<file path="src/rtl/wrong_counter.sv">
// Counts "wrong answer" events: any change on the monitored channels while armed.
// Each counted event is followed by a holdoff window; the count saturates at MAX_WRONG.
module wrong_counter #(
   parameter int CH        = 3,
   parameter int W         = 8,
   parameter int CNT_W     = 3,
   parameter int MAX_WRONG = 5,
   parameter int HOLDOFF   = 4
) (
   input  logic              clk,
   input  logic              rst_n,
   input  logic              enable,
   input  logic              clear,
   input  logic [CH*W-1:0]   ch_data,
   output logic [CNT_W-1:0]  wrong_cnt,
   output logic              wrong_pulse,
   output logic [CH-1:0]     chg_mask,
   output logic              game_over
);

   typedef enum logic [1:0] {
      S_ARMED = 2'd0,
      S_HOLD  = 2'd1,
      S_OVER  = 2'd2
   } state_e;

   // Last holdoff count value; unused when HOLDOFF is 0 because HOLD is never entered.
   localparam logic [7:0]       HOLD_LAST = (HOLDOFF > 0) ? 8'(HOLDOFF - 1) : 8'd0;
   localparam logic [CNT_W-1:0] CNT_MAX   = CNT_W'(MAX_WRONG);

   state_e             state_q, state_d;
   logic [CH*W-1:0]    prev_q;
   logic               primed_q;
   logic [7:0]         hold_q, hold_d;
   logic [CNT_W-1:0]   cnt_q, cnt_d;
   logic               pulse_q, pulse_d;
   logic [CH-1:0]      mask_q, mask_d;
   logic               over_q, over_d;
   logic [CH-1:0]      chg;
   logic               any_chg;

   always_comb begin
      chg = '0;
      for (int k = 0; k < CH; k++) begin
         chg[k] = (ch_data[k*W +: W] != prev_q[k*W +: W]);
      end
      any_chg = |chg;
   end

   // NOTE: every variable gets a default before the branches so no path leaves it unassigned (no latch).
   always_comb begin
      state_d = state_q;
      cnt_d   = cnt_q;
      pulse_d = 1'b0;
      mask_d  = mask_q;
      hold_d  = hold_q;

      if (clear) begin
         state_d = S_ARMED;
         cnt_d   = '0;
         mask_d  = '0;
         hold_d  = '0;
      end else if (enable) begin
         unique case (state_q)
            S_ARMED: begin
               if (primed_q && any_chg) begin
                  cnt_d   = cnt_q + CNT_W'(1);
                  pulse_d = 1'b1;
                  mask_d  = chg;
                  hold_d  = '0;
                  if (cnt_d == CNT_MAX)  state_d = S_OVER;
                  else if (HOLDOFF > 0)  state_d = S_HOLD;
                  else                   state_d = S_ARMED;
               end
            end
            S_HOLD: begin
               if (hold_q == HOLD_LAST) begin
                  state_d = S_ARMED;
                  hold_d  = '0;
               end else begin
                  hold_d  = hold_q + 8'd1;
               end
            end
            S_OVER:  ;
            default: state_d = S_ARMED;
         endcase
      end

      over_d = (state_d == S_OVER);
   end

   // NOTE: sequential state uses non-blocking assignments so all registers update from pre-edge values.
   always_ff @(posedge clk or negedge rst_n) begin
      if (!rst_n) begin
         state_q  <= S_ARMED;
         prev_q   <= '0;
         primed_q <= 1'b0;
         hold_q   <= '0;
         cnt_q    <= '0;
         pulse_q  <= 1'b0;
         mask_q   <= '0;
         over_q   <= 1'b0;
      end else begin
         state_q  <= state_d;
         prev_q   <= ch_data;
         primed_q <= 1'b1;
         hold_q   <= hold_d;
         cnt_q    <= cnt_d;
         pulse_q  <= pulse_d;
         mask_q   <= mask_d;
         over_q   <= over_d;
      end
   end

   assign wrong_cnt   = cnt_q;
   assign wrong_pulse = pulse_q;
   assign chg_mask    = mask_q;
   assign game_over   = over_q;

endmodule

</file>
<file path="config.mk">
export PLATFORM = sky130hd
export DESIGN_NAME = wrong_counter
export DESIGN_NICKNAME = d
export VERILOG_FILES = /design/src/rtl/wrong_counter.sv
export SDC_FILE = /design/constraint.sdc
export NUM_CORES = 1
export LEC_CHECK = 0
export BUFFER_PORTS_ARGS = -buffer_cell sky130_fd_sc_hd__buf_2
export CORE_ASPECT_RATIO = 1.4
export CORE_MARGIN = 2
export CORE_UTILIZATION = 61
export CTS_BUF_LIST = sky130_fd_sc_hd__clkbuf_4 sky130_fd_sc_hd__clkbuf_8
export CTS_CLUSTER_SIZE = 28
export DETAILED_ROUTE_END_ITERATION = 16
export PLACE_DENSITY = 0.95
export SYNTH_ARGS = -nofsm -noshare
export SYNTH_HDL_FRONTEND = slang
export SYNTH_SLANG_ARGS = --single-unit
</file>
<file path="constraint.sdc">
create_clock -name clk -period 2.9 [get_ports clk]
set_input_delay 0.29 -clock clk [delete_from_list [all_inputs] [get_ports clk]]
set_output_delay 0.29 -clock clk [all_outputs]
set_load 0.05 [all_outputs]
</file>
==> results.py <==
metrics = {
    "clock_network": {
        "postCtsHoldBufs": 0,
        "clk_latency_ns": 0.30,
        "cts_resized": 0,
        "cts_buffer_depth": 2,
        "numCtsBuffers": 5,
        "cts.sinks": 43,
        "cts_setup_buffers": 0,
        "clk_pin_slew_ns": 0.09,
        "htree_levels": 2,
        "root_buffer": "clkbuf_8",
        "cts_tree": "built",
    },
    "timing": {
        "tns_ns": 0,
        "period_share": 0.668,
        "holdWs_ns": 0.109,
        "min_period_ns": 1.94,
        "rsz0062_at_grt": "false",
        "setup-violations-final": 0,
        "hold_viol_final": 0,
        "worstMarginPinSlew_ns": 0.921,
        "fmax_mhz": 516,
        "slew_violations": 0,
        "maxSlewHeadroom": 0.386,
        "fin_worst_skew_ns": 0.0124,
    },
    "route": {
        "drt_first_pass_iters": 4,
        "initialDrtViolationCount": 57,
        "post_drt_via_cell_ratio": 5.80,
        "drc": 0,
        "vias": 1416,
        "wire_per_inst_um": 15.5,
        "wl_mm": 3.78,
        "postRouteAntennaNets": 0,
    },
    "synth": {
        "syn_area_sq_um": 1930,
        "synth_warnings": 0,
        "async_reset_ff_frac": 1.00,
        "synth_ff_type": "dfrtp_1",
        "syn-instance-count": 164,
        "synth_edf_count": 0,
        "ys_types": 44,
        "synth_nets": 195,
        "syn_area_per_cell_sq_um": 11.8,
        "yosysSeqAreaShare": 0.558,
        "synth.largest_area_cell": "dfrtp_1",
        "synth.top_cell.area_share": 0.558,
        "ys_ff_latch": 43,
        "synth_area_leaders": "dfrtp_1 56%, xnor2_1 11%, nand4_1 2.3%",
    },
    "worst_setup_path": {
        "worst-setup-path-type": "reg2reg",
        "reg2regPathDepth": 5,
        "startpoint_type": "register",
        "arrival_ns": 2.10,
        "r2r_slack_ns": 0.96,
        "r2r_end": "wrong_cnt[2]$_DFFE_PN0P_",
        "timing.rr.start": "prev_q[17]$_DFF_PN0_",
        "cp-end-kind": "register",
        "worst-path-max-fanout": 7,
        "worstPathRequired_ns": 3.07,
    },
    "final_layout": {
        "drive_gt1_frac": 0.244,
        "synthToLayoutAreaGrowth_pct": 17.0,
        "num-fill-cells": 217,
        "layout_common_cells": "43 x dfrtp_1, 35 x buf_2, 24 x xnor2_1",
        "diodes": 0,
        "fin_nets": 235,
        "seqCellArea_sq_um": 1080,
        "fin_area_sq_um": 2260,
        "final_common_cell": "dfrtp_1",
        "multi_input_area_sq_um": 813,
        "finish.utilization": 0.737,
    },
    "hold_path": {
        "hp-class": "in2reg",
        "holdPathEnd": "prev_q[2]$_DFF_PN0_",
        "min_from": "ch_data[2]",
        "min_path_cells": 1,
    },
    "power": {
        "p_seq_frac": 0.506,
        "combPwrFrac": 0.127,
        "powerDensity_nw_per_um2": 563,
        "swShare": 0.257,
        "power.switching_mw": 0.326,
        "leakage_nw": 0.988,
        "power_frac_clock": 0.367,
        "ir_drop_mv": 0.541,
        "p_int_mw": 0.943,
    },
    "global_routing": {
        "grt_first_pass_wirelength_mm": 6.66,
        "grt_usage": 0.247,
        "grt_antenna_before_repair": 0,
        "grt_max_degree": 44,
        "first_global_vias": 1532,
        "grt_overflow": 0,
    },
    "place": {
        "io_buffer_count": 35,
        "place_hpwl_mm": 2.72,
        "gp_congestion": 0.821,
        "placed_area_sq_um": 2140,
    },
    "floorplanning": {
        "die_h_um": 70.5,
        "die_w_um": 51.5,
        "coreArea_sq_um": 3060,
        "io_pins": 36,
        "start_util": 0.629,
        "num_rows": 24,
        "dieArea_sq_um": 3630,
    },
    "status": {
        "outcome": "finished clean",
    },
    "run": {
        "maxCapViolCount": 0,
    },
}
-- cell type report --
| type | count | area share |
|---|---|---|
| Inverter | 8 | 0.0133 |
| Multi-Input combinational cell | 111 | 0.361 |
| Sequential cell | 43 | 0.477 |
| Tap cell | 39 | 0.0216 |
| Clock inverter | 3 | 0.0194 |
| Timing Repair Buffer | 35 | 0.0776 |
| Clock buffer | 5 | 0.0305 |
-- worst max-delay path: stages, from the launching register on --
cell and delay (ns):
dfrtp_1 0.38, xnor2_1 0.15, nand4_1 0.25, nor4_4 0.50
a21oi_1 0.13, or3_1 0.40
-- sequential cells by signal, indices dropped and copies added (netlist names) --
name and flops:
chg_mask 3, state_q 2, wrong_cnt 3, hold_q 8
wrong_pulse 1, prev_q 24, primed_q 1, game_over 1
-- per-layer routing --
layer / wire, um / global-route usage / vias to the layer above
met4: 110 / 0.111 / 0
met3: 176 / 0.0620 / 13
met1: 1470 / 0.290 / 683
met5: 0 / 0 / -
li1: - / - / 670
met2: 2030 / 0.419 / 50
-- logic make-up (layout without fill, tap and decap cells) --
group | after synthesis | after routing | synth area share
DFF | 43 | 43 | 0.558
and+or+nand+nor | 42 | 42 | 0.134
AOI/OAI and AO/OA | 36 | 36 | 0.132
xor gates and xnor gates | 25 | 25 | 0.114
buffers and inverters | 10 | 51 | 0.0201
muxes | 4 | 4 | 0.0214
adders and majority gates | 3 | 3 | 0.0195
other | 1 | 1 | 0.00194
-- cells in the mapped netlist (2+ instances only) --
| master | count |
|---|---|
| a211oi_1 | 3 |
| a21oi_1 | 6 |
| a21oi_2 | 2 |
| a221oi_1 | 2 |
| a31oi_1 | 3 |
| dfrtp_1 | 43 |
| ha_1 | 3 |
| inv_1 | 8 |
| mux2i_1 | 3 |
| nand2_1 | 8 |
| nand2b_1 | 2 |
| nand3_1 | 4 |
| nand4_1 | 7 |
| nor2_1 | 3 |
| nor3_1 | 3 |
| nor4_1 | 4 |
| o211ai_1 | 3 |
| o21ai_0 | 6 |
| or3_1 | 3 |
| xnor2_1 | 24 |
-- how the worst max path moves through the flow --
stage | from | to | slack, ns | depth (start not counted)
floorplan | hold_q[5]$_DFFE_PN0P_ | hold_q[6]$_DFFE_PN0P_ | 1.16 | 5
finish | prev_q[17]$_DFF_PN0_ | wrong_cnt[2]$_DFFE_PN0P_ | 0.96 | 5
global route | prev_q[19]$_DFF_PN0_ | wrong_cnt[2]$_DFFE_PN0P_ | 0.76 | 5
CTS | prev_q[22]$_DFF_PN0_ | wrong_cnt[2]$_DFFE_PN0P_ | 0.98 | 5
global placement | hold_q[5]$_DFFE_PN0P_ | state_q[0]$_DFF_PN0_ | 1.03 | 4
detailed placement | ch_data[22] | wrong_cnt[2]$_DFFE_PN0P_ | 0.96 | 6
-- metrics by stage --
step | power (mW) | worst slack, ns | std cells
final | 1.27 | 0.962 | 244
after global routing | 1.32 | 0.756 | 244
after CTS | 1.28 | 0.982 | 244
after detailed placement | 0.815 | 0.960 | 236
after global placement | 0.809 | 1.03 | 236
after floorplan | 0.753 | 1.16 | 164
-- power by group through the flow --
stage | combinational, mW | clock [mW] | sequential (mW)
after global placement | 0.156 | 0 | 0.653
after CTS | 0.162 | 0.470 | 0.643
after global routing | 0.178 | 0.492 | 0.646
after detailed placement | 0.160 | 0 | 0.654
final | 0.161 | 0.466 | 0.643
after floorplan | 0.0810 | 0 | 0.672
(Power assumes the default switching activity.)
